## config.mk

```make
export PLATFORM = sky130hd
export DESIGN_NAME = pipe_ctrl_flat
export DESIGN_NICKNAME = d
export VERILOG_FILES = /design/src/rtl/pipe_ctrl_pkg.sv /design/src/rtl/pipe_ctrl_if.sv /design/src/rtl/pipe_ctrl_stall_wdt.sv /design/src/rtl/pipe_ctrl.sv /design/src/flat_wrapper.sv
export SDC_FILE = /design/constraint.sdc
export NUM_CORES = 1
export LEC_CHECK = 0
export BUFFER_PORTS_ARGS = -buffer_cell sky130_fd_sc_hd__buf_2
export CORE_ASPECT_RATIO = 0.75
export CORE_MARGIN = 1
export CORE_UTILIZATION = 41
export CTS_BUF_LIST = sky130_fd_sc_hd__clkbuf_4 sky130_fd_sc_hd__clkbuf_8
export CTS_CLUSTER_SIZE = 40
export DETAILED_ROUTE_END_ITERATION = 8
export GPL_TIMING_DRIVEN = 1
export PLACE_DENSITY = 0.79
export REMOVE_ABC_BUFFERS = 1
export SYNTH_ARGS = -nofsm -noshare
export SYNTH_HDL_FRONTEND = slang
export SYNTH_SLANG_ARGS = --single-unit
export TNS_END_PERCENT = 1
```

## constraint.sdc

```tcl
create_clock -name clk -period 1.7 [get_ports clk]
set_clock_uncertainty 0.05 [all_clocks]
set_input_delay 0.085 -clock clk [delete_from_list [all_inputs] [get_ports clk]]
set_output_delay 0.085 -clock clk [all_outputs]
set_load 0.02 [all_outputs]
```

## src/rtl/pipe_ctrl_pkg.sv

```systemverilog
// Shared encodings for the pipeline controller: stall vectors, FSM states, bus widths.
package pipe_ctrl_pkg;

    localparam int INST_ADDR_W = 32;
    localparam logic [INST_ADDR_W-1:0] ZERO_WORD = 32'h0000_0000;

    // bit0 pc, bit1 if/id, bit2 id/ex, bit3 ex/mem, bit4 mem/wb, bit5 wb
    localparam logic [5:0] STALL_NONE = 6'b000000;
    localparam logic [5:0] STALL_ID   = 6'b000111;
    localparam logic [5:0] STALL_EX   = 6'b001111;
    localparam logic [5:0] STALL_MEM  = 6'b011111;

    typedef enum logic [1:0] {
        CTRL_RUN     = 2'd0,
        CTRL_FLUSH   = 2'd1,
        CTRL_RECOVER = 2'd2
    } ctrl_state_t;

    // The stage furthest down the pipe wins, since it freezes everything behind it.
    function automatic logic [5:0] stall_encode(input logic req_id, input logic req_ex,
                                                input logic req_mem);
        if (req_mem)     return STALL_MEM;
        else if (req_ex) return STALL_EX;
        else if (req_id) return STALL_ID;
        else             return STALL_NONE;
    endfunction

endpackage

```

## src/rtl/pipe_ctrl_if.sv

```systemverilog
// Controller <-> pipeline bundle: stall requests, exception handshake, stall/flush/redirect.
// Handshake: excp_valid is held with a stable excp_pc until excp_ack pulses in the same
// cycle; the transfer completes on that clock edge and the source may then drop or change them.
interface pipe_ctrl_if;
    import pipe_ctrl_pkg::*;

    logic                   stallreq_id;
    logic                   stallreq_ex;
    logic                   stallreq_mem;
    logic                   excp_valid;
    logic [INST_ADDR_W-1:0] excp_pc;
    logic                   excp_ack;
    logic [5:0]             stall;
    logic                   flush;
    logic [INST_ADDR_W-1:0] new_pc;
    logic                   stall_timeout;

    modport master (
        input  stallreq_id, stallreq_ex, stallreq_mem, excp_valid, excp_pc,
        output excp_ack, stall, flush, new_pc, stall_timeout
    );

    modport slave (
        output stallreq_id, stallreq_ex, stallreq_mem, excp_valid, excp_pc,
        input  excp_ack, stall, flush, new_pc, stall_timeout
    );

endinterface

```

## src/rtl/pipe_ctrl_stall_wdt.sv

```systemverilog
// Stall watchdog: counts consecutive stalled cycles and raises a sticky timeout flag.
module pipe_ctrl_stall_wdt #(
    parameter int WDT_LIMIT = 1024
) (
    input  logic clk,
    input  logic rst,
    input  logic stall_active,
    output logic stall_timeout
);
    localparam int CNT_W = $clog2(WDT_LIMIT + 1);
    localparam logic [CNT_W-1:0] LIMIT = CNT_W'(WDT_LIMIT);

    logic [CNT_W-1:0] cnt;
    logic [CNT_W-1:0] cnt_nxt;

    always_comb begin
        cnt_nxt = cnt;
        if (!stall_active)
            cnt_nxt = '0;
        else if (cnt != LIMIT)
            cnt_nxt = cnt + 1'b1;
    end

    // Flag rises on the same edge the counter reaches the limit, then sticks until reset.
    always_ff @(posedge clk or posedge rst) begin
        if (rst) begin
            cnt           <= '0;
            stall_timeout <= 1'b0;
        end else begin
            cnt <= cnt_nxt;
            if (cnt_nxt == LIMIT)
                stall_timeout <= 1'b1;
        end
    end

endmodule

```

## src/rtl/pipe_ctrl.sv

```systemverilog
// Pipeline controller: stall resolution, exception flush sequencing and post-flush recovery.
// Optional stall watchdog enabled by defining PIPE_CTRL_STALL_WDT_EN.
module pipe_ctrl
    import pipe_ctrl_pkg::*;
#(
    parameter int RECOVER_CYCLES = 2,
    parameter int WDT_LIMIT      = 1024
) (
    input  logic          clk,
    input  logic          rst,
    pipe_ctrl_if.master   bus,
    output ctrl_state_t   dbg_state
);
    localparam int RC_W = $clog2(RECOVER_CYCLES + 2);

    ctrl_state_t            state, state_nxt;
    logic                   flush_q, flush_nxt;
    logic [INST_ADDR_W-1:0] new_pc_q, new_pc_nxt;
    logic [RC_W-1:0]        rc_cnt, rc_nxt;
    logic                   ack;

    always_ff @(posedge clk or posedge rst) begin
        if (rst) begin
            state    <= CTRL_RUN;
            flush_q  <= 1'b0;
            new_pc_q <= ZERO_WORD;
            rc_cnt   <= '0;
        end else begin
            state    <= state_nxt;
            flush_q  <= flush_nxt;
            new_pc_q <= new_pc_nxt;
            rc_cnt   <= rc_nxt;
        end
    end

    always_comb begin
        state_nxt  = state;
        flush_nxt  = 1'b0;
        new_pc_nxt = new_pc_q;
        rc_nxt     = rc_cnt;
        ack        = 1'b0;
        case (state)
            CTRL_RUN: begin
                // A pending memory wait must finish before the pipe can be flushed.
                if (bus.excp_valid && !bus.stallreq_mem) begin
                    ack        = 1'b1;
                    flush_nxt  = 1'b1;
                    new_pc_nxt = bus.excp_pc;
                    state_nxt  = CTRL_FLUSH;
                end
            end
            CTRL_FLUSH: begin
                if (RECOVER_CYCLES > 0) begin
                    rc_nxt    = RC_W'(RECOVER_CYCLES - 1);
                    state_nxt = CTRL_RECOVER;
                end else begin
                    state_nxt = CTRL_RUN;
                end
            end
            CTRL_RECOVER: begin
                if (rc_cnt == '0)
                    state_nxt = CTRL_RUN;
                else
                    rc_nxt = rc_cnt - 1'b1;
            end
            default: state_nxt = CTRL_RUN;
        endcase
    end

    assign bus.excp_ack = ack & ~rst;
    assign bus.flush    = flush_q;
    assign bus.new_pc   = new_pc_q;
    assign bus.stall    = (rst || state == CTRL_FLUSH) ? STALL_NONE
                        : stall_encode(bus.stallreq_id, bus.stallreq_ex, bus.stallreq_mem);
    assign dbg_state    = state;

`ifdef PIPE_CTRL_STALL_WDT_EN
    pipe_ctrl_stall_wdt #(
        .WDT_LIMIT (WDT_LIMIT)
    ) u_stall_wdt (
        .clk           (clk),
        .rst           (rst),
        .stall_active  (bus.stall != STALL_NONE),
        .stall_timeout (bus.stall_timeout)
    );
`else
    assign bus.stall_timeout = 1'b0;
`endif

endmodule
```

## src/flat_wrapper.sv

```systemverilog
// flat-port wrapper written by rule: the top's interface ports become plain ports
module pipe_ctrl_flat import pipe_ctrl_pkg::*;
#(
    parameter int RECOVER_CYCLES = 2,
    parameter int WDT_LIMIT      = 1024
)
  (clk, rst, dbg_state, bus_stallreq_id, bus_stallreq_ex, bus_stallreq_mem, bus_excp_valid, bus_excp_pc, bus_excp_ack, bus_stall, bus_flush, bus_new_pc, bus_stall_timeout);
  pipe_ctrl_if bus_i ();
  input  logic clk;
  input  logic rst;
  output ctrl_state_t dbg_state;
  input wire logic [$bits(bus_i.stallreq_id)-1:0] bus_stallreq_id;
  input wire logic [$bits(bus_i.stallreq_ex)-1:0] bus_stallreq_ex;
  input wire logic [$bits(bus_i.stallreq_mem)-1:0] bus_stallreq_mem;
  input wire logic [$bits(bus_i.excp_valid)-1:0] bus_excp_valid;
  input wire logic [$bits(bus_i.excp_pc)-1:0] bus_excp_pc;
  output wire logic [$bits(bus_i.excp_ack)-1:0] bus_excp_ack;
  output wire logic [$bits(bus_i.stall)-1:0] bus_stall;
  output wire logic [$bits(bus_i.flush)-1:0] bus_flush;
  output wire logic [$bits(bus_i.new_pc)-1:0] bus_new_pc;
  output wire logic [$bits(bus_i.stall_timeout)-1:0] bus_stall_timeout;
  assign bus_i.stallreq_id = bus_stallreq_id;
  assign bus_i.stallreq_ex = bus_stallreq_ex;
  assign bus_i.stallreq_mem = bus_stallreq_mem;
  assign bus_i.excp_valid = bus_excp_valid;
  assign bus_i.excp_pc = bus_excp_pc;
  assign bus_excp_ack = bus_i.excp_ack;
  assign bus_stall = bus_i.stall;
  assign bus_flush = bus_i.flush;
  assign bus_new_pc = bus_i.new_pc;
  assign bus_stall_timeout = bus_i.stall_timeout;
  pipe_ctrl #(.RECOVER_CYCLES(RECOVER_CYCLES), .WDT_LIMIT(WDT_LIMIT)) u_core (.clk(clk), .rst(rst), .bus(bus_i), .dbg_state(dbg_state));
endmodule
```

==> parameters.txt <==
Parameter                              Value

Global route
  Gr usage total ... 0.190
  Antenna violations before repair ... 0
  Number of global-route vias before repair ... 1211
  Global-route wire length before repair ... 5.29 mm
  Pin count of the biggest net entering global routing ... 38
  GRT Residual Overflow ... 0

Synth
  Unique masters post-synth ... 21
  Dominant cells by area after synthesis ... dfrtp_1, mux2_2, buf_4
  Summed instance area of the synthesized netlist ... 1530 µm²
  Share of synthesized flip-flops with an asynchronous set or reset ... 1.00
  Cell with the most instances after synthesis ... dfrtp_1
  Dominant synthesized flop cell ... dfrtp_1
  Number of synthesized register bits ... 37
  Share of the yosys chip area belonging to registers ... 0.606
  Number of enable flip-flop cells after synthesis ... 0
  Top post-synthesis cells by count ... dfrtp_1, mux2_2, buf_4
  Post-synthesis cell type with the largest combined area ... dfrtp_1
  Average footprint of a synthesized cell ... 15.1 µm²
  Number of warnings reported in the yosys synthesis log ... 0
  Top-area cell type share of the netlist area ... 0.606
  Cell count after synthesis ... 101

Clocking
  # Post-CTS Setup Buffers ... 0
  CTS HTree Levels ... 2
  Number of buffers on the longest clock path ... 2
  Clock sink total ... 37
  Clock latency reported for the late side of the worst-skew pair ... roughly 0.28 ns
  CTS tree ... built
  Number of buffers added by the clock tree synthesis step ... 5
  CTS Root Buffer Type ... clkbuf_8
  Clock-pin slew on the worst setup and hold paths ... ~0.070 ns

Pwr
  Net Sw Power ... 0.00146 W
  Flop pwr share ... 0.386
  Clock Power Share ... 0.166
  VDD IR-drop max ... 1.02 mV
  Static power due to leakage ... 1.17 nW
  Switching part of the total power ... 0.375
  Pint ... 0.00244 W
  Total power consumption of the routed design ... 0.00390 W
  Power density over the cells ... 1630 nW/µm²
  Combinational power share ... 0.448

Die
  Starting density of the core ... 0.446
  Die X-Extent ... 72.5 µm
  Die Area ... around 4000 µm²
  Vert. Die Dim ... 54.9 µm
  Number of placement rows ... 18
  IO Pins ... 81
  Area of the core ... 3420 µm²

Setup path
  Worst Path Required ... 1.56 ns
  Critical path endpoint category ... output pin
  Worst reg2reg path depth ... 3
  Worst-path fanout max ... 15
  Element type at the critical path start ... flip-flop
  Data arrival time of the critical path ... 1.49 ns
  Setup Crit Path Kind ... reg -> out

Timing
  Tightest hold margin ... about 0.0073 ns
  Final count of hold timing violations ... 0
  Min Tclk post-route ... roughly 1.6 ns
  Share of the clock period used by the worst path ... 0.955
  RSZ-0062 raised after global routing ... true
  Number of failing setup endpoints in the final timing report ... 0
  Max Clk Rate ... 0.616 GHz
  Final Slew Violations ... 0

Detailed routing
  Vias ... 1197
  Aggregate routed wire length ... between 3 and 4 mm
  # DRC ... 0
  Count of nets left with antenna violations after detail routing ... 0
  Iteration-0 DRC Markers ... 15
  DRT Pass-1 Iters ... 4
  Routed vias/inst ... 4.48
  Average routed wire per standard cell ... 12.3 µm

Cells and area
  Area taken by flip-flops and latches ... just over 900 µm²
  Net count, final ... 255
  Post-route cell area ... 2390 µm²
  Share of the core filled with cells in the final layout ... 0.698
  Diodes inserted ... 0
  Total area of multi-input combinational cells ... 523 µm²
  Fraction of layout cells with a size suffix above 1 ... 0.567
  Area growth, synth to finish ... 56.3%
  Final-layout fill cell count ... 253

Job
  Number of violations of the max-capacitance limit ... 0

Min path
  Min-Delay Path Class ... in -> reg
  Number of cells traversed by the worst hold path ... 2

Placement
  Placed cell areas ... ~1900 µm²
  IO buf count ... 78
  HPWL Detailed ... around 2.2 mm
  Gpl congestion ... 0.667

Run status
  Run status ... finished clean
-- cell usage in the layout, fill, tap and decap left out, types with 2 or more instances in the layout --
master         instances
nor3_1                 3
dfrtp_1               37
mux2_1                 2
nor4b_1                2
mux2_2                30
nor2_1                 2
inv_1                  3
nor3b_1                2
dlygate4sd3_1         33
clkbuf_8               7
buf_4                  5
buf_2                 77
conb_1                 2
-- final cells by class --
class | count | share of cell area
Tap cell | 50 | 0.0262
Sequential cell | 37 | 0.388
Timing Repair Buffer | 116 | 0.320
Multi-Input combinational cell | 53 | 0.219
Clock inverter | 1 | 0.00210
Inverter | 3 | 0.00471
Clock buffer | 7 | 0.0403
-- through the flow --
| stage | setup TNS, ns | cells | worst slack [ns] |
|---|---|---|---|
| final | 0 | 267 | 0.0772 |
| after global routing | -0.0178 | 267 | -0.0178 |
| after CTS | 0 | 267 | 0.0130 |
| after detailed placement | 0 | 226 | 0.130 |
| after global placement | 0 | 226 | 0.209 |
| after floorplan | -23.91 | 93 | -0.673 |
-- metal layers --
layer  wire (µm)  vias up  part of all wire  global-route usage
li1            -      577                 -                   -
met1        1300      564              0.39               0.187
met2        1720       52              0.52               0.368
met3         250        4             0.076              0.0773
met4          24        0            0.0073              0.0686
met5           0        -                 0                   0
-- cells by family after synthesis --
family | count (synthesis) | share of synthesized area
compound gates | 4 | 0.0205
fa+ha+maj | 1 | 0.00819
buf+inv | 12 | 0.0573
flops | 37 | 0.606
mux | 32 | 0.236
other cells | 1 | 0.00245
simple gates | 14 | 0.0696
-- worst max-delay path: stages, from the launching register on --
cell and delay (ns):
dfrtp_1 0.41, nor4b_4 0.31, buf_6 0.22, and2_1 0.14
buf_4 0.13
-- registers in the layout (all words and copies together), names as in the netlist --
signal,flops
u_core.rc_cnt,2
u_core.bus.flush,1
u_core.bus.new_pc,32
u_core.dbg_state,2
-- path summary, 6_finish.rpt --
| check | from | end | slack (ns) |
|---|---|---|---|
| hold / removal | bus_stallreq_mem | u_core.dbg_state[0]$_DFFE_PP0P_ | 0.007 |
| max in group asynchronous | rst | u_core.bus.new_pc[19]$_DFFE_PP0P_ | 0.81 |
| setup / recovery | u_core.dbg_state[0]$_DFFE_PP0P_ | bus_excp_ack | 0.08 |
| setup reg to reg | u_core.dbg_state[0]$_DFFE_PP0P_ | u_core.bus.new_pc[16]$_DFFE_PP0P_ | 0.13 |
| hold reg to reg | u_core.bus.new_pc[2]$_DFFE_PP0P_ | u_core.bus.new_pc[2]$_DFFE_PP0P_ | 0.43 |
| min in group asynchronous | rst | u_core.bus.new_pc[24]$_DFFE_PP0P_ | 0.47 |
-- repair_timing --
action                                 CTS  global route
hold buffers                            33             0
setup endpoints to repair                1             4
gates resized for setup                  1             2
endpoints found under the hold margin   69             0
pin swaps                                0             1
-- power groups by stage --
stage	Sequential [W]	Combinational (W)	Clock (W)
after floorplan	0.00205	0.000545	0
after global placement	0.00150	0.00163	0
after detailed placement	0.00153	0.00170	0
after CTS	0.00152	0.00176	0.000672
after global routing	0.00156	0.00188	0.000727
final	0.00151	0.00175	0.000647
Note: power is estimated with default switching activity, not from simulation.
